## src/rtl/fifo_ptr_pkg.sv

```systemverilog
//------------------------------------------------------------------------------
// Module  : fifo_ptr_pkg
// Brief   : Shared Gray/binary conversion helpers and constants for FIFO pointers
// Revision: 1.0 - initial release
//------------------------------------------------------------------------------
`default_nettype none

package fifo_ptr_pkg;

    localparam int MIN_SYNC_STAGES = 2;
    localparam int FN_W            = 32;

    // Callers zero-extend narrower pointers; bits at or above width are ignored.
    function automatic logic [FN_W-1:0] gray2bin(input logic [FN_W-1:0] gray,
                                                 input int              width);
        logic [FN_W-1:0] bin;
        logic            acc;
        bin = '0;
        acc = 1'b0;
        for (int i = FN_W - 1; i >= 0; i--) begin
            if (i < width) begin
                acc = acc ^ gray[i];
            end
            bin[i] = (i < width) ? acc : 1'b0;
        end
        return bin;
    endfunction

    function automatic logic [FN_W-1:0] bin2gray(input logic [FN_W-1:0] bin,
                                                 input int              width);
        logic [FN_W-1:0] mask;
        mask = (width >= FN_W) ? '1 : ((FN_W'(1) << width) - FN_W'(1));
        return (bin ^ (bin >> 1)) & mask;
    endfunction

endpackage

`default_nettype wire

```

## src/rtl/gray_sync.sv

```systemverilog
//------------------------------------------------------------------------------
// Module  : gray_sync
// Brief   : Multi-bit flop synchroniser chain for Gray-coded pointers
// Revision: 1.0 - initial release
//------------------------------------------------------------------------------
`default_nettype none

module gray_sync
    import fifo_ptr_pkg::*;
#(
    parameter int WIDTH  = 9,
    parameter int STAGES = 2
) (
    input  logic             clk,
    input  logic             rst_n,
    input  logic [WIDTH-1:0] i_d,
    output logic [WIDTH-1:0] o_q
);

    // Fewer than two stages offers no metastability protection.
    localparam int c_N = (STAGES < MIN_SYNC_STAGES) ? MIN_SYNC_STAGES : STAGES;

    logic [c_N-1:0][WIDTH-1:0] sync_d;
    logic [c_N-1:0][WIDTH-1:0] sync_q;

    always_comb begin
        sync_d = {sync_q[c_N-2:0], i_d};
    end

    always_ff @(posedge clk or negedge rst_n) begin
        if (!rst_n) begin
            sync_q <= '0;
        end else begin
            sync_q <= sync_d;
        end
    end

    assign o_q = sync_q[c_N-1];

endmodule

`default_nettype wire

```

## src/rtl/rptr_handler_lvl.sv

```systemverilog
//------------------------------------------------------------------------------
// Module  : rptr_handler_lvl
// Brief   : Async FIFO read-pointer handler with level, almost-empty, underflow.
//           Define RPTR_INT_SYNC_EN to synchronise g_wptr_in internally.
// Revision: 1.0 - initial release
//------------------------------------------------------------------------------
`default_nettype none

module rptr_handler_lvl
    import fifo_ptr_pkg::*;
#(
    parameter int PTR_WIDTH   = 8,
    parameter int SYNC_STAGES = 2
) (
    input  logic                 rclk,
    input  logic                 rrst_n,
    input  logic                 r_en,
    input  logic [PTR_WIDTH:0]   g_wptr_in,
    input  logic [PTR_WIDTH:0]   ae_thresh,
    input  logic                 clr_err,
    output logic [PTR_WIDTH:0]   b_rptr,
    output logic [PTR_WIDTH:0]   g_rptr,
    output logic [PTR_WIDTH-1:0] r_addr,
    output logic                 empty,
    output logic                 almost_empty,
    output logic [PTR_WIDTH:0]   rd_level,
    output logic                 underflow,
    output logic                 underflow_err
);

    localparam int c_PW = PTR_WIDTH + 1;

    logic [c_PW-1:0] w_g_wptr_sync;
    logic [c_PW-1:0] w_wbin;
    logic            w_rd_ok;

    logic [c_PW-1:0] b_rptr_d,        b_rptr_q;
    logic [c_PW-1:0] g_rptr_d,        g_rptr_q;
    logic [c_PW-1:0] rd_level_d,      rd_level_q;
    logic            empty_d,         empty_q;
    logic            almost_empty_d,  almost_empty_q;
    logic            underflow_d,     underflow_q;
    logic            underflow_err_d, underflow_err_q;

`ifdef RPTR_INT_SYNC_EN
    gray_sync #(
        .WIDTH  (c_PW),
        .STAGES (SYNC_STAGES)
    ) u_wptr_sync (
        .clk   (rclk),
        .rst_n (rrst_n),
        .i_d   (g_wptr_in),
        .o_q   (w_g_wptr_sync)
    );
`else
    assign w_g_wptr_sync = g_wptr_in;
`endif

    assign w_wbin  = c_PW'(gray2bin(FN_W'(w_g_wptr_sync), c_PW));
    assign w_rd_ok = r_en & ~empty_q;

    // Flags are computed from the post-pop pointer so they settle with the pop.
    always_comb begin
        b_rptr_d        = b_rptr_q + c_PW'(w_rd_ok);
        g_rptr_d        = c_PW'(bin2gray(FN_W'(b_rptr_d), c_PW));
        empty_d         = (w_g_wptr_sync == g_rptr_d);
        rd_level_d      = w_wbin - b_rptr_d;
        almost_empty_d  = (rd_level_d <= ae_thresh);
        underflow_d     = r_en & empty_q;
        underflow_err_d = underflow_err_q;
        if (clr_err) begin
            underflow_err_d = 1'b0;
        end
        if (underflow_d) begin
            underflow_err_d = 1'b1;
        end
    end

    always_ff @(posedge rclk or negedge rrst_n) begin
        if (!rrst_n) begin
            b_rptr_q        <= '0;
            g_rptr_q        <= '0;
            rd_level_q      <= '0;
            empty_q         <= 1'b1;
            almost_empty_q  <= 1'b1;
            underflow_q     <= 1'b0;
            underflow_err_q <= 1'b0;
        end else begin
            b_rptr_q        <= b_rptr_d;
            g_rptr_q        <= g_rptr_d;
            rd_level_q      <= rd_level_d;
            empty_q         <= empty_d;
            almost_empty_q  <= almost_empty_d;
            underflow_q     <= underflow_d;
            underflow_err_q <= underflow_err_d;
        end
    end

    assign b_rptr        = b_rptr_q;
    assign g_rptr        = g_rptr_q;
    assign r_addr        = b_rptr_q[PTR_WIDTH-1:0];
    assign empty         = empty_q;
    assign almost_empty  = almost_empty_q;
    assign rd_level      = rd_level_q;
    assign underflow     = underflow_q;
    assign underflow_err = underflow_err_q;

endmodule

`default_nettype wire

```

## config.mk

```make
export PLATFORM = sky130hd
export DESIGN_NAME = rptr_handler_lvl
export DESIGN_NICKNAME = d
export VERILOG_FILES = /design/src/rtl/fifo_ptr_pkg.sv /design/src/rtl/gray_sync.sv /design/src/rtl/rptr_handler_lvl.sv
export SDC_FILE = /design/constraint.sdc
export NUM_CORES = 1
export LEC_CHECK = 0
export ABC_AREA = 1
export BUFFER_PORTS_ARGS = -buffer_cell sky130_fd_sc_hd__buf_2
export CAP_MARGIN = 0
export CORE_MARGIN = 2
export CORE_UTILIZATION = 38
export CTS_BUF_LIST = sky130_fd_sc_hd__clkbuf_4
export DETAILED_ROUTE_END_ITERATION = 10
export SETUP_SLACK_MARGIN = 0.02
export SLEW_MARGIN = 20
export SYNTH_ARGS = -nofsm -noshare
export SYNTH_HDL_FRONTEND = slang
export SYNTH_SLANG_ARGS = --single-unit
```

## constraint.sdc

```tcl
create_clock -name rclk -period 4.95 [get_ports rclk]
set_input_delay 0.7425 -clock rclk [delete_from_list [all_inputs] [get_ports rclk]]
set_output_delay 0.7425 -clock rclk [all_outputs]
set_load 0.01 [all_outputs]
```

# After elaboration in Yosys (flattened, before gate mapping)

Index checks and enable logic that the tools add are counted.

Bits of input ports: 22
Bits in registers: 31
Logic and storage cells: 26
Output and inout port bits: 39

Add/sub/neg operators: 2
Order comparisons: 1
Eq/ne operators: 1
Bitwise operators: 12
Reduce and logical (&&, ||, !) cells: 1
Muxes and demuxes: 2

Operator list:

| cell              | number |
|---|---|
| $add 9x1->9       | 1 |
| $eq 9x9->1        | 1 |
| $le 9x9->1        | 1 |
| $sub 9x9->9       | 1 |
| $xor 9x8->9       | 1 |
| $xor 1x1->1       | 8 |
| $and 1x1->1       | 2 |
| $mux 1            | 2 |
| $reduce_bool 2->1 | 1 |
| $not 1->1         | 1 |

# Depth between registers and ports, before layout

Word-level depth: 10
Gate-level depth with buffers: 30
Gate-level depth less buffers: 30

# Least setup slack after synthesis

No wires, ideal clock.

Path kind: input to register
From: input g_wptr_in[7]
To: register almost_empty_q (netlist: almost_empty)
Stages on the path: 30
Path buffers: 0
Data arrival time: 3.644 ns
Setup time: 0.072 ns
Setup slack: 1.234 ns
Data required time: 4.878 ns
Cell sequence: inv_1 -> nand2_1 -> nand3_1 -> nand2_1 -> nand2_1 -> nand3_2 -> nand2_1 -> nand2_1 -> nand3_1 -> nand2_2 -> nand2_1 -> nand3_1 -> nand2_1 -> ha_1 -> inv_1 -> fa_1 -> a21oi_1 -> o21ai_1 -> a21oi_1 -> o21ai_1 -> xnor2_1 -> inv_1 -> ha_1 -> nand2_1 -> inv_2 -> nand2_1 -> nand2_1 -> a21oi_1 -> nor2_1 -> o21ai_1

Cells in the longest elaborated chain, start to end: 10

RTL lines:

| what                       | line                   | RTL |
|---|---|---|
| from (decl)                | rptr_handler_lvl.sv:18 | `input logic [PTR_WIDTH:0] g_wptr_in,` |
| $xor 1x1->1 * (2 in a row) | fifo_ptr_pkg.sv:22     | `acc = acc ^ gray[i];` |
| $xor 1x1->1 (6 in a row)   | fifo_ptr_pkg.sv:22     |  |
| $sub 9x9->9 *              | rptr_handler_lvl.sv:67 | `rd_level_d = w_wbin - b_rptr_d;` |
| via rd_level_d[6]          | rptr_handler_lvl.sv:39 | `logic [c_PW-1:0] rd_level_d, rd_level_q;` |
| $le 9x9->1 *               | rptr_handler_lvl.sv:68 | `almost_empty_d = (rd_level_d <= ae_thresh);` |
| via almost_empty_d         | rptr_handler_lvl.sv:41 | `logic almost_empty_d, almost_empty_q;` |
| to (signal assigned)       | rptr_handler_lvl.sv:93 | `almost_empty_q <= almost_empty_d;` |
| to (decl)                  | rptr_handler_lvl.sv:41 |  |

The timed path passes the listed nets; every way through them passes the cells marked *.
A chain may end at the register's enable or synchronous reset.

# Final worst setup path

Same ends and word-level chain as after synthesis.

==> results.sh <==
export IMPL_dp_cells=378
export IMPL_vdd_drop_max_mv=0.260
export IMPL_layout_drive_gt1_share_pct=32.6
export IMPL_slowest_stage="fa_1"
export IMPL_routed_wl_mm=4.10
export IMPL_start_kind="input pin"
export IMPL_crit_type="input pin to register"
export IMPL_cp_common_cell="nand2_1"
export IMPL_cts_root_buf="clkbuf_4"
export IMPL_synthesis_area_sq_mm=0.00208
export IMPL_cts_sinks=30
export IMPL_dr_pass1_iters=4
export IMPL_cts_resized=0
export IMPL_die_y_microns=78.0
export IMPL_mostFrequentLayoutCell="nand2_1"
export IMPL_synthCells=257
export IMPL_yosysWarnings=0
export IMPL_fin_skew_ns=0.00914
export IMPL_gp_congestion=0.813
export IMPL_coreArea_sq_mm=0.00520
export IMPL_finalHoldViolCount=0
export IMPL_antenna_found_initial=0
export IMPL_synth_top_area_share_pct=33.7
export IMPL_io_pins=61
export IMPL_hold_path_class="input pin to async pin"
export IMPL_postSynthAreaPerCell_sq_um=8.09
export IMPL_cts_path_max_buffers=2
export IMPL_p_per_area_mw_per_mm2=728
export IMPL_drv_slew=0
export IMPL_cts_tree="yes"
export IMPL_holdBufCountCts=0
export IMPL_start_util_pct=40.0
export IMPL_design_area_sq_mm=0.00250
export IMPL_place_hpwl_mm=3.36
export IMPL_cts_htree_levels=2
export IMPL_rsz0062_at_grt="no"
export IMPL_yosysTopAreaCell="dfrtp_1"
export IMPL_synth_fp_nets=299
export IMPL_run_status="complete, no violations"
export IMPL_num_rows=26
export IMPL_synth_seq_cells=30
export IMPL_cp_max_fo=4
export IMPL_period_needed_ns=3.84
export IMPL_clkTransAtPathRegs_ns=0.10
export IMPL_worst_slew_pin_transition_ns=0.681
export IMPL_maxSlewHeadroom_pct=54.6
export IMPL_grt_pass1_wl_mm=7.20
export IMPL_fmax_mhz=261
export IMPL_drv_cap=0
export IMPL_finalNonFillerCells=386
export IMPL_num_antenna_cells=0
export IMPL_cts_setup_buffers=0
export IMPL_finalSetupTns_ns=0
export IMPL_drtIter0Drc=74
export IMPL_finalPower_mw=1.82
export IMPL_via_per_inst=4.40
export IMPL_io_buffers=60
export IMPL_placed_cell_area_sq_mm=0.00240
export IMPL_numCtsBuffers=5
export IMPL_drc=0
export IMPL_yosys_top_cells_area="dfrtp_1 (34%), ha_1 (11%), nand2_1 (11%)"
export IMPL_cp_end_kind="register"
export IMPL_finalSetupViolCount=0
export IMPL_clock_latency_ns=0.33
export IMPL_synthToLayoutAreaGrowth_pct=20.3
export IMPL_gr_total_overflow=0
export IMPL_final_cell_mix="nand2_1 (61), buf_2 (60), inv_1 (38)"
export IMPL_finalCritPeriodShare_pct=77.5
export IMPL_critical_path_required_ns=5.21
export IMPL_grt_start_max_net_pins=31
export IMPL_wl_per_cell_microns=10.6
export IMPL_die_area_sq_mm=0.00608
export IMPL_final_net_count=357
export IMPL_gr_usage_all_layers_pct=14.9
export IMPL_cp_arrival_ns=4.10
export IMPL_ys_types=27
export IMPL_grt_pass1_vias=1616
export IMPL_drt_antenna_violating_nets=0
export IMPL_pre_cts_ws_ns=0.801
export IMPL_finalWorstSetupSlack_ns=1.11
export IMPL_die_w_microns=78.0
export IMPL_leakage_nw=1.44
export IMPL_vias=1700
export IMPL_yosysSeqAreaShare_pct=36.2
export IMPL_max_stage_delay_ns=0.39
[power breakdown]
group          total [mW]  internal [mW]  switching (mW)  leakage, nW
combinational        1.14          0.450           0.694         1.04
clock               0.245          0.156          0.0894       0.0528
sequential          0.432          0.369          0.0629        0.353
total                1.82          0.975           0.846         1.44
[logic make-up (layout without fill, tap and decap cells)]
| group | after synthesis | in the layout | share of synthesized area (%) |
|---|---|---|---|
| and+or+nand+nor | 114 | 114 | 26.5 |
| buffers and inverters | 58 | 117 | 12.1 |
| DFF | 30 | 30 | 36.2 |
| AOI/OAI and AO/OA | 21 | 21 | 5.48 |
| adders and majority gates | 20 | 20 | 12.4 |
| xor gates and xnor gates | 14 | 14 | 7.34 |
[per-layer routing]
layer  vias up  track usage [%]  routed length [microns]
li1        909                -                        -
met1       739             19.9                     1890
met2        46             23.5                     1910
met3         6             3.95                      248
met4         0             4.74                       58
met5         -                0                        0
[state kept, by name (all words and copies together) (netlist names)]
signal         flops
underflow          1
empty              1
b_rptr             9
rd_level           9
g_rptr             8
underflow_err      1
almost_empty       1
[final timing paths]
check                          endpoint         start  slack [ns]  depth (start not counted)
min reg2reg                   underflow         empty        0.52                          2
max                        almost_empty  g_wptr_in[7]        1.11                         31
max in group asynchronous   rd_level[4]        rrst_n        4.07                          1
max reg2reg                almost_empty         empty        1.61                         21
min                           g_rptr[7]        rrst_n        0.44                          1
min in group rclk             underflow         empty        0.52                          2
[stage by stage]
step                hold WS (ns)  util (%)
finish                     0.438      48.1
global route               0.474      48.1
CTS                        0.445      48.1
detailed placement         0.511      46.1
global placement           0.509      46.1
floorplan                  0.447         -
[area by class of cell]
class	instances	area, sq um
Inverter	49	184
Tap cell	70	87.6
Clock inverter	3	63.8
Fill cell	543	2700
Clock buffer	5	37.5
Sequential cell	30	753
Timing Repair Buffer	60	300
Multi-Input combinational cell	169	1070
[Yosys cell counts]
cell type and n:
xnor2_1 3, a21oi_1 12, nor2_2 1, inv_2 11, fa_1 1, o21ai_1 5, nor3_1 2, nor2_4 2
nand3_1 24, xor2_1 7, dfrtp_1 28, dfstp_2 2, nor2_8 1, nand2_1 61, ha_1 19, nand3_2 2
nand4_1 1, inv_1 38, xor2_2 4, o21ai_0 2, o21a_1 1, buf_4 9, nand4_2 1, o21bai_2 1
nor2_1 8, nand2_2 10, nand2_4 1
[critical path: cells and delay by family]
kind / cells / cell delay (ns)
AOI/OAI and AO/OA: 6 / 0.74
xor gates and xnor gates: 1 / 0.13
adders and majority gates: 3 / 0.81
buffers and inverters: 5 / 0.37
and+or+nand+nor: 16 / 1.28
Note: power is estimated with default switching activity, not from simulation.
